--- src/rtl/gh_pkg.sv ---
// Shared definitions for the Guitar Hero strum scorer.
//   gh_state_t  : evaluation FSM states (IDLE, EVAL, COOLDOWN, RELEASE)
//   STREAK_MAX  : streak counter saturation value
//   MULT_STEP   : streak length per multiplier step
//   MULT_MAX    : largest streak multiplier
//   streak_mult : multiplier for a given pre-hit streak (1x..4x)
package gh_pkg;

    typedef enum logic [1:0] {
        IDLE     = 2'd0,
        EVAL     = 2'd1,
        COOLDOWN = 2'd2,
        RELEASE  = 2'd3
    } gh_state_t;

    localparam int STREAK_MAX = 255;
    localparam int MULT_STEP  = 10;
    localparam int MULT_MAX   = 4;

    // Every MULT_STEP consecutive hits bump the multiplier by one, capped at MULT_MAX.
    function automatic logic [2:0] streak_mult(input logic [7:0] streak_val);
        logic [7:0] step;
        step = streak_val / 8'(MULT_STEP);
        if (step >= 8'(MULT_MAX - 1))
            return 3'(MULT_MAX);
        return 3'(step) + 3'd1;
    endfunction

endpackage

--- src/rtl/gh_lane_debouncer.sv ---
// One fret lane: synchroniser chain followed by a stability debouncer.
// Ports:
//   clock  in  system clock
//   reset  in  synchronous active-high reset
//   raw    in  asynchronous raw button level
//   stable out debounced button level (accepted after DEBOUNCE_CYC stable cycles)
module gh_lane_debouncer #(
    parameter int SYNC_STAGES  = 2,
    parameter int DEBOUNCE_CYC = 1000
) (
    input  logic clock,
    input  logic reset,
    input  logic raw,
    output logic stable
);
    import gh_pkg::*;

    localparam int CNT_W = $clog2(DEBOUNCE_CYC + 1);
    localparam logic [CNT_W-1:0] CNT_MAX = CNT_W'(DEBOUNCE_CYC);
    localparam logic [CNT_W-1:0] CNT_ACC = CNT_W'(DEBOUNCE_CYC - 1);

    logic [SYNC_STAGES-1:0] sync_chain;
    logic                   candidate;
    logic [CNT_W-1:0]       stable_cnt;
    logic                   synced;

    assign synced = sync_chain[SYNC_STAGES-1];

    // Metastability chain; bit 0 faces the asynchronous input.
    always_ff @(posedge clock) begin
        if (reset)
            sync_chain <= '0;
        else
            sync_chain <= {sync_chain[SYNC_STAGES-2:0], raw};
    end

    // Any change of the synced level restarts the count; the candidate is
    // accepted on the cycle that completes DEBOUNCE_CYC identical samples.
    // The counter parks at CNT_MAX so it never wraps while the level holds.
    always_ff @(posedge clock) begin
        if (reset) begin
            candidate  <= 1'b0;
            stable_cnt <= '0;
            stable     <= 1'b0;
        end else if (synced != candidate) begin
            candidate  <= synced;
            stable_cnt <= '0;
        end else begin
            if (stable_cnt != CNT_MAX)
                stable_cnt <= stable_cnt + 1'b1;
            if (stable_cnt == CNT_ACC)
                stable <= candidate;
        end
    end

endmodule

--- src/rtl/gh_strum_scorer.sv ---
// Note-hit scorer: synchronises strum and fret buttons, evaluates each strum
// against the lane intersection mask and keeps a saturating score and streak.
// Optional feature macro: GH_STREAK_MULT_EN (streak-based 1x..4x multiplier).
// Ports:
//   clock         in   system clock
//   reset         in   synchronous active-high reset
//   buttons       in   raw fret buttons (async), LANES wide
//   intersections in   note-at-strike-line mask, synchronous
//   strum         in   raw strum bar (async)
//   score_clear   in   synchronous clear of score and streak
//   score         out  registered score, saturating
//   streak        out  consecutive hits, saturating at 255
//   hit_pulse     out  one-cycle pulse per hit
//   miss_pulse    out  one-cycle pulse per miss
module gh_strum_scorer #(
    parameter int LANES        = 4,
    parameter int SCORE_W      = 32,
    parameter int HIT_POINTS   = 10,
    parameter int MISS_PENALTY = 0,
    parameter int SYNC_STAGES  = 2,
    parameter int DEBOUNCE_CYC = 1000,
    parameter int COOLDOWN_CYC = 500
) (
    input  logic               clock,
    input  logic               reset,
    input  logic [LANES-1:0]   buttons,
    input  logic [LANES-1:0]   intersections,
    input  logic               strum,
    input  logic               score_clear,
    output logic [SCORE_W-1:0] score,
    output logic [7:0]         streak,
    output logic               hit_pulse,
    output logic               miss_pulse
);
    import gh_pkg::*;

    localparam int EXT_W  = SCORE_W + 8;
    localparam int COOL_W = $clog2(COOLDOWN_CYC + 1);
    localparam logic [COOL_W-1:0] COOL_LOAD = COOL_W'(COOLDOWN_CYC - 1);

    logic [LANES-1:0]       btn_db;
    logic [SYNC_STAGES-1:0] strum_chain;
    logic                   strum_cur;
    logic                   strum_prev;
    logic                   strum_rise;
    gh_state_t              state, next_state;
    logic [COOL_W-1:0]      cool_cnt;
    logic [LANES-1:0]       int_q;
    logic                   is_hit;
    logic [2:0]             mult;
    logic [EXT_W-1:0]       score_ext;
    logic [EXT_W-1:0]       score_max_ext;
    logic [EXT_W-1:0]       pen_ext;
    logic [EXT_W-1:0]       hit_sum;
    logic [SCORE_W-1:0]     hit_score;
    logic [SCORE_W-1:0]     miss_score;
    logic [7:0]             hit_streak;

    genvar g;
    generate
        for (g = 0; g < LANES; g++) begin : g_lane
            gh_lane_debouncer #(
                .SYNC_STAGES (SYNC_STAGES),
                .DEBOUNCE_CYC(DEBOUNCE_CYC)
            ) u_lane (
                .clock (clock),
                .reset (reset),
                .raw   (buttons[g]),
                .stable(btn_db[g])
            );
        end
    endgenerate

    assign strum_cur = strum_chain[SYNC_STAGES-1];

    // The rise flag is registered, adding the cycle between the synced edge
    // and the IDLE->EVAL transition that gives the documented latency.
    always_ff @(posedge clock) begin
        if (reset) begin
            strum_chain <= '0;
            strum_prev  <= 1'b0;
            strum_rise  <= 1'b0;
        end else begin
            strum_chain <= {strum_chain[SYNC_STAGES-2:0], strum};
            strum_prev  <= strum_cur;
            strum_rise  <= strum_cur & ~strum_prev;
        end
    end

    // Next-state logic; the bar must drop before the FSM rearms, so holding it never retriggers.
    always_comb begin
        next_state = state;
        case (state)
            IDLE:     if (strum_rise) next_state = EVAL;
            EVAL:     next_state = COOLDOWN;
            COOLDOWN: if (cool_cnt == '0) next_state = RELEASE;
            RELEASE:  if (!strum_cur) next_state = IDLE;
            default:  next_state = IDLE;
        endcase
    end

    // State register, cooldown counter and the intersection snapshot taken on the triggering edge.
    always_ff @(posedge clock) begin
        if (reset) begin
            state    <= IDLE;
            cool_cnt <= '0;
            int_q    <= '0;
        end else begin
            state <= next_state;
            if (state == IDLE && strum_rise)
                int_q <= intersections;
            if (state == EVAL)
                cool_cnt <= COOL_LOAD;
            else if (state == COOLDOWN && cool_cnt != '0)
                cool_cnt <= cool_cnt - 1'b1;
        end
    end

`ifdef GH_STREAK_MULT_EN
    assign mult = streak_mult(streak);
`else
    assign mult = 3'd1;
`endif

    // Score arithmetic is done 8 bits wider than the register so both
    // saturation at the top and flooring at zero are detected without wrap.
    always_comb begin
        is_hit        = (int_q != '0) && (btn_db == int_q);
        score_ext     = {8'd0, score};
        score_max_ext = {8'd0, {SCORE_W{1'b1}}};
        pen_ext       = EXT_W'(MISS_PENALTY);
        hit_sum       = score_ext + EXT_W'(HIT_POINTS) * EXT_W'(mult);
        hit_score     = (hit_sum > score_max_ext) ? {SCORE_W{1'b1}} : SCORE_W'(hit_sum);
        miss_score    = (score_ext >= pen_ext) ? SCORE_W'(score_ext - pen_ext) : '0;
        hit_streak    = (streak == 8'(STREAK_MAX)) ? streak : streak + 8'd1;
    end

    // Pulses follow the evaluation even when score_clear overrides the score update.
    always_ff @(posedge clock) begin
        if (reset) begin
            score      <= '0;
            streak     <= '0;
            hit_pulse  <= 1'b0;
            miss_pulse <= 1'b0;
        end else begin
            hit_pulse  <= (state == EVAL) && is_hit;
            miss_pulse <= (state == EVAL) && !is_hit;
            if (score_clear) begin
                score  <= '0;
                streak <= '0;
            end else if (state == EVAL) begin
                if (is_hit) begin
                    score  <= hit_score;
                    streak <= hit_streak;
                end else begin
                    score  <= miss_score;
                    streak <= '0;
                end
            end
        end
    end

endmodule

--- config.mk ---
export PLATFORM = sky130hd
export DESIGN_NAME = gh_strum_scorer
export DESIGN_NICKNAME = d
export VERILOG_FILES = /design/src/rtl/gh_pkg.sv /design/src/rtl/gh_lane_debouncer.sv /design/src/rtl/gh_strum_scorer.sv
export SDC_FILE = /design/constraint.sdc
export NUM_CORES = 1
export LEC_CHECK = 0
export ABC_AREA = 1
export BUFFER_PORTS_ARGS = -buffer_cell sky130_fd_sc_hd__buf_2
export CORE_MARGIN = 4
export CORE_UTILIZATION = 35
export DETAILED_ROUTE_END_ITERATION = 10
export PLACE_DENSITY = 0.55
export SLEW_MARGIN = 20
export SYNTH_ARGS = -nofsm -noshare
export SYNTH_HDL_FRONTEND = slang
export SYNTH_HIERARCHICAL = 1
export SYNTH_SLANG_ARGS = --single-unit
export TNS_END_PERCENT = 1
--- constraint.sdc ---
create_clock -name clock -period 2.65 [get_ports clock]
set_input_delay 0.3975 -clock clock [delete_from_list [all_inputs] [get_ports clock]]
set_output_delay 0.3975 -clock clock [all_outputs]
set_load 0.05 [all_outputs]
* Word-level counts from Yosys, hierarchy flattened *
Cells that the tools add are included.
Widths: inputs -> output; s select.

cells by class
  add/subtract/negate cells = 7
  $mul = 0
  divide/modulo/power cells = 0
  $lt $le $gt $ge = 1
  eq/ne operators = 21
  shift operators = 0
  muxes and demuxes = 9
  bitwise logic cells = 6
  reduce and logical (&&, ||, !) cells = 24

operator list
  kind                   count
  $add 10x1->10 const B  4
  $eq 10x10->1 const B   4
  $ne 10x10->1 const B   4
  $add 32x4->33 const B  1
  $gt 33x32->1 const B   1
  $mux 32                1
  $mux 9                 2
  $mux 8                 2
  $reduce_and 2->1       6
  $reduce_or 2->1        6
  $logic_not 9->1        1
  $reduce_bool 9->1      1
  $sub 9x1->9 const B    1
  $add 8x1->8 const B    1
  $eq 8x8->1 const B     1
  $ne 2x2->1 const B     4
  $pmux 2 s4             1
  $mux 2                 3
  $logic_and 1x1->1      5
  $not 1->1              5
  $eq 2x2->1 const B     2
  $eq 4x4->1             1
  $ne 1x1->1             4
  $reduce_bool 4->1      1
  other kinds (6)        6

word-level totals
  bits in registers = 117
  latch bits = 0
  bits in writable memories = 0
  memory bits (read-only) = 0
  input bits = 12
  output and inout bits = 42
  logic and storage cells = 95
  memories kept = 0

* Longest topological paths before layout *
Gate-level depths: netlist of run 1.

  depth in word-level cells = 4
  gate-level depth with buffers = 17

* Hierarchy *
Netlist of run 1, hierarchy kept.

by module, submodules not included
  module             times used  cells each  area each (um^2)  seq. area each (um^2)
  gh_strum_scorer    1           693         4,098.9           1,221.2
  gh_lane_debouncer  4           92          674.4             280.3

* Worst setup path before layout of run 1 *
OpenSTA, ideal clock, no wires.

  kind = register -> register
  start = reg score[1]
  end = reg score[1]
  arrival = 2.213 ns
  data required time = 2.540 ns
  slack = 0.327 ns
  stages on the path, launching flop included = 16
  period minus slack after synthesis = 2.323 ns
  cells stage by stage = dfxtp_1 -> ha_1 -> nor2_1 -> nor2_2 -> nand2_2 -> xor2_1 -> clkinv_1 -> nand2_1 -> nor2_1 -> nand2_1 -> nor2_2 -> nand2_2 -> buf_6 -> nand4_1 -> nand2_1 -> inv_1

on the way
  word-level cells in the longest chain between the ends = 3

RTL lines
  item                    RTL line                RTL
  from (decl)             gh_strum_scorer.sv:30   output logic [SCORE_W-1:0] score,
  from (signal assigned)  gh_strum_scorer.sv:153  score <= hit_score;
  from (signal assigned)  gh_strum_scorer.sv:156  score <= miss_score;
  $add 32x4->33 (*)       gh_strum_scorer.sv:132  hit_sum = score_ext + EXT_W'(HIT_POINTS) * EXT_W'(mult);
  $gt 33x32->1            gh_strum_scorer.sv:133  hit_score = (hit_sum > score_max_ext) ? {SCORE_W{1'b1}} : SCORE_W'(hit_sum);
  $mux 32 (*)             gh_strum_scorer.sv:133

Mark *: on every way between the ends. The rest lies on a longest branch, timed or not.
A chain may end at the register's enable or synchronous reset.

* Worst setup path after layout of run 1 *
  start = reg score[1]
  end = reg score[0]

on the way
  word-level cells in the longest chain between the ends = 3

RTL lines
  item           RTL line
  $add 32x4->33  gh_strum_scorer.sv:132
  $gt 33x32->1   gh_strum_scorer.sv:133
  $mux 32        gh_strum_scorer.sv:133

No other way between the ends.

==> summary.txt, run 1 <==
Clock network
  – Number of buffers created by CTS: 17
  – CTS sink count: 117
  – CTS root buffer: clkbuf_16
  – Clk_lat worst skew: 410 ps
  – CTS tree: yes
  – Clk slew on worst S/H paths: 50 ps
  – Deepest clock path buffer count: 2
  – Hold buffer count at CTS: 0
  – H-tree depth: 4

Logic synthesis
  – Mapped Cells: 1061
  – Post-synthesis sequential area ratio: 34.5%
  – Syn_nets: 1091
  – FF+latch count, synth: 117
  – Syn Area/Cell: 6.41 µm²
  – Netlist cell types: 34
  – Mapped cell area: 6800 µm²
  – Synth warn: 6

Drt
  – ANT nets after route: 0
  – First DRT Iteration DRCs: 520
  – Post-DR vias/cell: 4.67
  – Drt wl/cell: 12.7 µm
  – Total wire length: 17.8 mm
  – Drt drc: 0
  – DR vias: 6569
  – Initial DRT Pass Iterations: 5

Power
  – Power per Cell Area: 628 nW/µm²
  – Leak: 3.51 nW
  – Max IR drop VDD: 435 µV
  – Tot Pwr: 5.06 mW

Timing
  – Worst setup margin: 233 ps
  – Hold slack: 188 ps
  – TNS Setup: 0 ps
  – Final Hold Viols: 0
  – Rel. slew slack: 70.1%
  – Least-Margin Pin Slew: 449 ps
  – Final worst path period need: 2420 ps
  – Clock Skews: 10.9 ps
  – RSZ-0062 raised after global routing: false
  – Final Max Slew Viols: 0
  – Final setup fails: 0
  – Peak Freq: 414 MHz
  – Final period util: 91.2%

Place
  – Placer Congestion: 0.933
  – Pre-CTS WS: 263 ps
  – DPL Wire Length: 13.5 mm
  – I/O Buffers: 53

Global routing
  – GRT Util Overall: 16.7%
  – Initial antenna violation count: 0
  – Vias in the first global route: 5982
  – Global route overflow: 0
  – Largest net degree at the start of global routing: 36
  – Global-route wire length before repair: 29.6 mm

Layout
  – Most frequent cells in the layout: 255 x nand2_1, 165 x inv_1, 132 x nor2_1, 117 x dfxtp_1, 80 x a21oi_1
  – Layout cells sized above 1: 17.3%
  – Post-route core utilization: 42.7%
  – Ant. Diodes: 0
  – Commonest non-fill, non-tap cell in the layout: nand2_1
  – Final nets: 1165
  – P&R area growth vs syn: 18.6%

Floorplan
  – Io pins: 54
  – Die Ht: 147 µm
  – Die area: 21700 µm²
  – Site Rows: 50
  – Die Width: 147 µm
  – Core Area: 18900 µm²
  – Initial core utilization: 36.0%

Critical path
  – CP required: 2990 ps
  – Slowest stage cell, crit path: dfxtp_1
  – Delay-heaviest family, CP: simple AND/OR/NAND/NOR gates
  – CP Max Fanout: 9
  – Worst reg-to-reg setup slack: 230 ps
  – Reg2Reg Depth: 16
  – WP buf/inv: 2
  – Kind of critical path: reg2reg
  – Worst EP arrival: 2760 ps
  – CP max stage delay: 400 ps
  – CP most frequent cell: nand2_1
  – Setup crit start kind: flip-flop
  – CP endpoint kind: flip-flop
  – Crit-path cells: ha_1, inv_1, nand2_1, nand3_1, nor2_2, nand2_1, nand2_1, nand3_1, nor2_1, nand2_1, nor2_2, nand2_2, buf_4, nand2_1, nand2_1, a21oi_1
  – Worst r2r src: score[1]
  – Worst reg2reg endpoint: score[0]

Min path
  – Hold Path Class: in2reg
  – Min-Delay Path Depth: 3
  – Hold EP: g_lane[3].u_lane/sync_chain[0]
  – HP Start: buttons[3]

Run status
  – Status: complete, no violations

Job
  – Max cap viols: 0
==> report_power, final <==
part | internal (mW) | switching [mW] | total, mW
Sequential | 1.88 | 0.0952 | 1.97
Clock | 1.50 | 0.809 | 2.31
Combinational | 0.258 | 0.522 | 0.781
Total | 3.64 | 1.43 | 5.06
==> per-layer routing <==
metal	part of all wire, %	GRT usage (%)
met4	1.0	5.27
met1	51	23.7
met5	0	0
met3	4.6	3.24
met2	43	25.5
==> logic make-up after synthesis <==
logic type               count (synthesis)  synth area share [%]
AND/OR/NAND/NOR                        580                  39.1
flip-flops                             117                  34.5
buffers and inverters                  208                  11.8
adder cells (fa/ha/maj)                 18                  3.31
XOR/XNOR                                15                  1.93
AO/OA/AOI/OAI                          123                  9.41
==> cell usage after synthesis <==
library cell / count / share of area, %
a211oi_1: 2 / 0.22
a21oi_1: 80 / 5.9
a311oi_1: 1 / 0.13
a31oi_1: 1 / 0.092
and2_1: 2 / 0.18
buf_6: 2 / 0.33
clkbuf_1: 14 / 0.77
clkinv_1: 3 / 0.17
clkinv_2: 4 / 0.29
dfxtp_1: 117 / 34
ha_1: 18 / 3.3
inv_1: 165 / 9.1
inv_2: 20 / 1.1
nand2_1: 255 / 14
nand2_2: 27 / 2.5
nand2_4: 1 / 0.17
nand3_1: 61 / 4.5
nand3_2: 6 / 0.88
nand3b_1: 8 / 0.88
nand4_1: 35 / 3.2
nor2_1: 133 / 7.3
nor2_2: 26 / 2.4
nor2_4: 10 / 1.7
nor3_1: 12 / 0.88
nor3b_1: 1 / 0.11
nor4_1: 1 / 0.092
o21ai_0: 24 / 1.8
o21ai_1: 9 / 0.66
o21bai_1: 5 / 0.55
o22ai_1: 1 / 0.092
or2_2: 1 / 0.092
or3b_2: 1 / 0.13
xnor2_1: 1 / 0.13
xor2_1: 14 / 1.8
==> registers in the layout (all words and copies together), names as in the netlist <==
signal	cells
state	2
score	32
strum_chain	2
hit_pulse	1
miss_pulse	1
int_q	4
cool_cnt	9
g_lane.u_lane/stable_cnt	40
g_lane.u_lane/candidate	4
g_lane.u_lane/sync_chain	8
strum_rise	1
g_lane.u_lane/stable	4
streak	8
strum_prev	1
==> area by class of cell <==
type                            instances  area, µm²
Fill cell                            2004      10800
Inverter                              192        726
Clock buffer                           23        498
Timing Repair Buffer                   71        400
Clock inverter                          7       96.3
Multi-Input combinational cell        736       3670
Sequential cell                       117       2340
Tap cell                              260        325
==> worst max path at each step <==
stage	depth (start not counted)	endpoint	from	slack, ps
after floorplan	15	score[1]	score[1]	330
after global placement	15	score[10]	score[1]	310
after detailed placement	16	score[0]	score[1]	260
after CTS	16	score[0]	score[1]	260
after global routing	16	score[0]	score[2]	10
final	16	score[0]	score[1]	230
==> worst reg2reg max path, cell delays in order, from the launching register on <==
cell     delay (ps)
dfxtp_1         400
ha_1            220
inv_1            50
nand2_1         130
nand3_1         150
nor2_2          240
nand2_1          90
nand2_1         130
nand3_1          90
nor2_1          130
nand2_1          90
nor2_2           90
nand2_2         140
buf_4           200
nand2_1          60
nand2_1          50
a21oi_1         120
==> repair_timing <==
item	in CTS	in global routing
buffers inserted	0	0
resized for setup	0	3
endpoints found under the setup margin	0	3
==> through the flow <==
step | instances | area [µm²]
after floorplan | 1061 | 6800
after global placement | 1376 | 7450
after detailed placement | 1376 | 7450
after CTS | 1406 | 8040
after global routing | 1406 | 8060
final | 1406 | 8060
No activity file was read; power rests on OpenSTA's default activity.
==> run 2, diff against run 1 <==
--- a/config.mk
+++ b/config.mk
@@ -7,7 +7,7 @@
 export LEC_CHECK = 0
 export ABC_AREA = 1
 export BUFFER_PORTS_ARGS = -buffer_cell sky130_fd_sc_hd__buf_2
-export CORE_MARGIN = 4
+export CORE_MARGIN = 5
 export CORE_UTILIZATION = 35
 export DETAILED_ROUTE_END_ITERATION = 10
 export PLACE_DENSITY = 0.55
==> run 2 against run 1 <==
Setup slack improved by 25 ps. Core utilization fell by 1.1 points. Non-clock buffer count fell by 4. Register-to-register slack improved by 20 ps. Die area rose by 2.7%. Critical path depth fell by 1. Sequential share of layout area rose by 0.21 points. Total power fell by 0.58%.
==> summary.txt, run 2 (same netlist as run 1, synthesis figures left out) <==
Layout
  – Most frequent cells in the layout: 255 x nand2_1, 165 x inv_1, 132 x nor2_1, 117 x dfxtp_1, 80 x a21oi_1 (unchanged)
  – Layout cells sized above 1: 16.9% (was 17.3%)
  – P&R area growth vs syn: 17.7% (was 18.6%)
  – Commonest non-fill, non-tap cell in the layout: nand2_1 (unchanged)
  – Most flops, register: g_lane.u_lane/stable_cnt (unchanged)
  – Largest register FFs: 40 (unchanged)
  – Fillcell total: 2085 (was 2004)
  – Ant. Diodes: 0 (unchanged)
  – Final nets: 1161 (was 1165)
  – Regs by FF count: g_lane.u_lane/stable_cnt: 40 flops, score: 32 flops, cool_cnt: 9 flops (unchanged)

Critical path
  – Worst r2r src: score[1] (unchanged)
  – Setup crit start kind: flip-flop (unchanged)
  – Reg2Reg Depth: 15 (was 16)
  – CP Max Fanout: 18 (was 9)
  – CP endpoint kind: flip-flop (unchanged)
  – Kind of critical path: reg2reg (unchanged)
  – Worst EP arrival: 2700 ps (was 2760 ps)
  – Worst reg2reg endpoint: score[22] (was score[0])
  – Worst reg-to-reg setup slack: 260 ps (was 230 ps)
  – CP required: 2960 ps (was 2990 ps)

Timing
  – TNS Setup: 0 ps (unchanged)
  – Clock Skews: 7.61 ps (was 10.9 ps)
  – Peak Freq: 418 MHz (was 414 MHz)
  – Least-Margin Pin Slew: 434 ps (was 449 ps)
  – Final worst path period need: 2390 ps (was 2420 ps)
  – Final Hold Viols: 0 (unchanged)
  – Final setup fails: 0 (unchanged)
  – Rel. slew slack: 71.1% (was 70.1%)
  – Final period util: 90.3% (was 91.2%)
  – Final Max Slew Viols: 0 (unchanged)
  – RSZ-0062 raised after global routing: false (unchanged)

Clock network
  – CTS sink count: 117 (unchanged)
  – Clk slew on worst S/H paths: 60 ps (was 50 ps)
  – Post-cts sizing count: 0 (unchanged)
  – Deepest clock path buffer count: 2 (unchanged)
  – CTS tree: yes (unchanged)
  – H-tree depth: 4 (unchanged)
  – Clk_lat worst skew: 410 ps (about the same)
  – Hold buffer count at CTS: 0 (unchanged)
  – Number of buffers created by CTS: 17 (unchanged)
  – CTS root buffer: clkbuf_16 (unchanged)
  – Postcts setup bufs: 0 (unchanged)

Floorplan
  – Die Ht: 149 µm (was 147 µm)
  – Initial core utilization: 35.3% (was 36.0%)
  – Die area: 22300 µm² (was 21700 µm²)
  – Io pins: 54 (unchanged)
  – Site Rows: 51 (was 50)
  – Core Area: 19300 µm² (was 18900 µm²)
  – Die Width: 149 µm (was 147 µm)

Power
  – Max IR drop VDD: 406 µV (was 435 µV)
  – Power per Cell Area: 629 nW/µm² (was 628 nW/µm²)
  – Leak: 3.48 nW (was 3.51 nW)
  – Tot Pwr: 5.03 mW (was 5.06 mW)

Drt
  – Drt wl/cell: 12.7 µm (about the same)
  – First DRT Iteration DRCs: 509 (was 520)
  – ANT nets after route: 0 (unchanged)
  – Initial DRT Pass Iterations: 5 (unchanged)
  – Total wire length: 17.9 mm (was 17.8 mm)
  – DR vias: 6618 (was 6569)
  – Drt drc: 0 (unchanged)
  – Post-DR vias/cell: 4.70 (was 4.67)

Global routing
  – Global-route wire length before repair: 29.1 mm (was 29.6 mm)
  – Global route overflow: 0 (unchanged)
  – Met1 Track Usage GR: 22.3% (was 23.7%)
  – Largest net degree at the start of global routing: 36 (unchanged)
  – Met2 Use GR: 24.3% (was 25.5%)
  – Initial antenna violation count: 0 (unchanged)
  – Vias in the first global route: 5895 (was 5982)
  – Met3 layer usage reported by global route: 3.71% (was 3.24%)
  – GR peak layer: met2 (unchanged)
  – GRT Util Overall: 16.2% (was 16.7%)

Place
  – I/O Buffers: 53 (unchanged)
  – DPL Wire Length: 13.4 mm (was 13.5 mm)
  – Placer Congestion: 0.943 (was 0.933)

Min path
  – Hold EP: strum_chain[0] (was g_lane[3].u_lane/sync_chain[0])
  – HP Start: strum (was buttons[3])
  – Hold Path Class: in2reg (unchanged)
  – Min-Delay Path Depth: 3 (unchanged)

Run status
  – Status: complete, no violations (unchanged)

Job
  – Max cap viols: 0 (unchanged)
-- run 2: cell count changes in the layout (fill, tap and decap cells not counted) --
cell,change
buf_4,-4
clkbuf_8,-4
inv_6,+3
clkbuf_1,+2
clkinv_2,+2
nor2_2,+2
nor2_4,-2
clkinvlp_4,-1
nand3_1,+1
nand3_2,-1
-- run 2: per-layer routing --
layer / vias to the layer above / part of all wire, % / routed length, µm
li1: 3460 / - / -
met1: 2972 / 49 / 8750
met2: 164 / 44 / 7820
met3: 22 / 5.5 / 976
met4: 0 / 1.9 / 348
met5: - / 0 / 0
-- run 2: metrics by stage --
| step | worst slack, ps | instances | hold slack (ps) | utilization [%] | instance area (µm²) |
|---|---|---|---|---|---|
| after detailed placement | 335 | 1377 | 382 | 38.5 | 7430 |
| after global placement | 348 | 1377 | 377 | 38.5 | 7430 |
| final | 257 | 1409 | 188 | 41.5 | 8000 |
| after CTS | 303 | 1409 | 168 | 41.5 | 8000 |
| after floorplan | 327 | 1061 | 373 | - | 6800 |
| after global routing | 51.0 | 1409 | 180 | 41.5 | 8000 |
-- run 2: worst max path at each step --
stage / cells past startpoint / slack [ps] / end / start
2_1_floorplan: 15 / 330 / score[1] / score[1]
3_3_place_gp: 15 / 350 / score[22] / score[1]
3_5_place_dp: 15 / 330 / score[9] / score[1]
4_1_cts: 15 / 300 / score[9] / score[1]
5_1_grt: 15 / 50 / score[9] / score[1]
6_report: 15 / 260 / score[22] / score[1]
-- run 2: cell type report --
| cell class | count | area (µm²) | share of cell area (%) |
|---|---|---|---|
| clock inverter | 11 | 125 | 1.56 |
| multi-input combinational | 736 | 3660 | 45.7 |
| clock buffer | 21 | 450 | 5.63 |
| timing repair buffer | 67 | 370 | 4.63 |
| sequential | 117 | 2340 | 29.3 |
| tap | 265 | 332 | 4.14 |
| inverter | 192 | 726 | 9.07 |
-- run 2: report_power, final --
group	total (mW)	switching (mW)	internal [mW]
Sequential	1.98	0.0974	1.88
Combinational	0.778	0.522	0.256
Clock	2.28	0.864	1.41
-- run 2: critical path, cell delays in order (launching register included) --
cell and delay (ps):
dfxtp_1 420, ha_1 220, nor2_1 60, nor2_2 220
nand3_1 200, o21ai_0 190, nand2_1 170, nand2_1 110
nor2_1 50, nand2_1 60, nor2_2 40, nand2_2 60
buf_4 240, nand4_1 130, nand2_1 90, inv_1 30
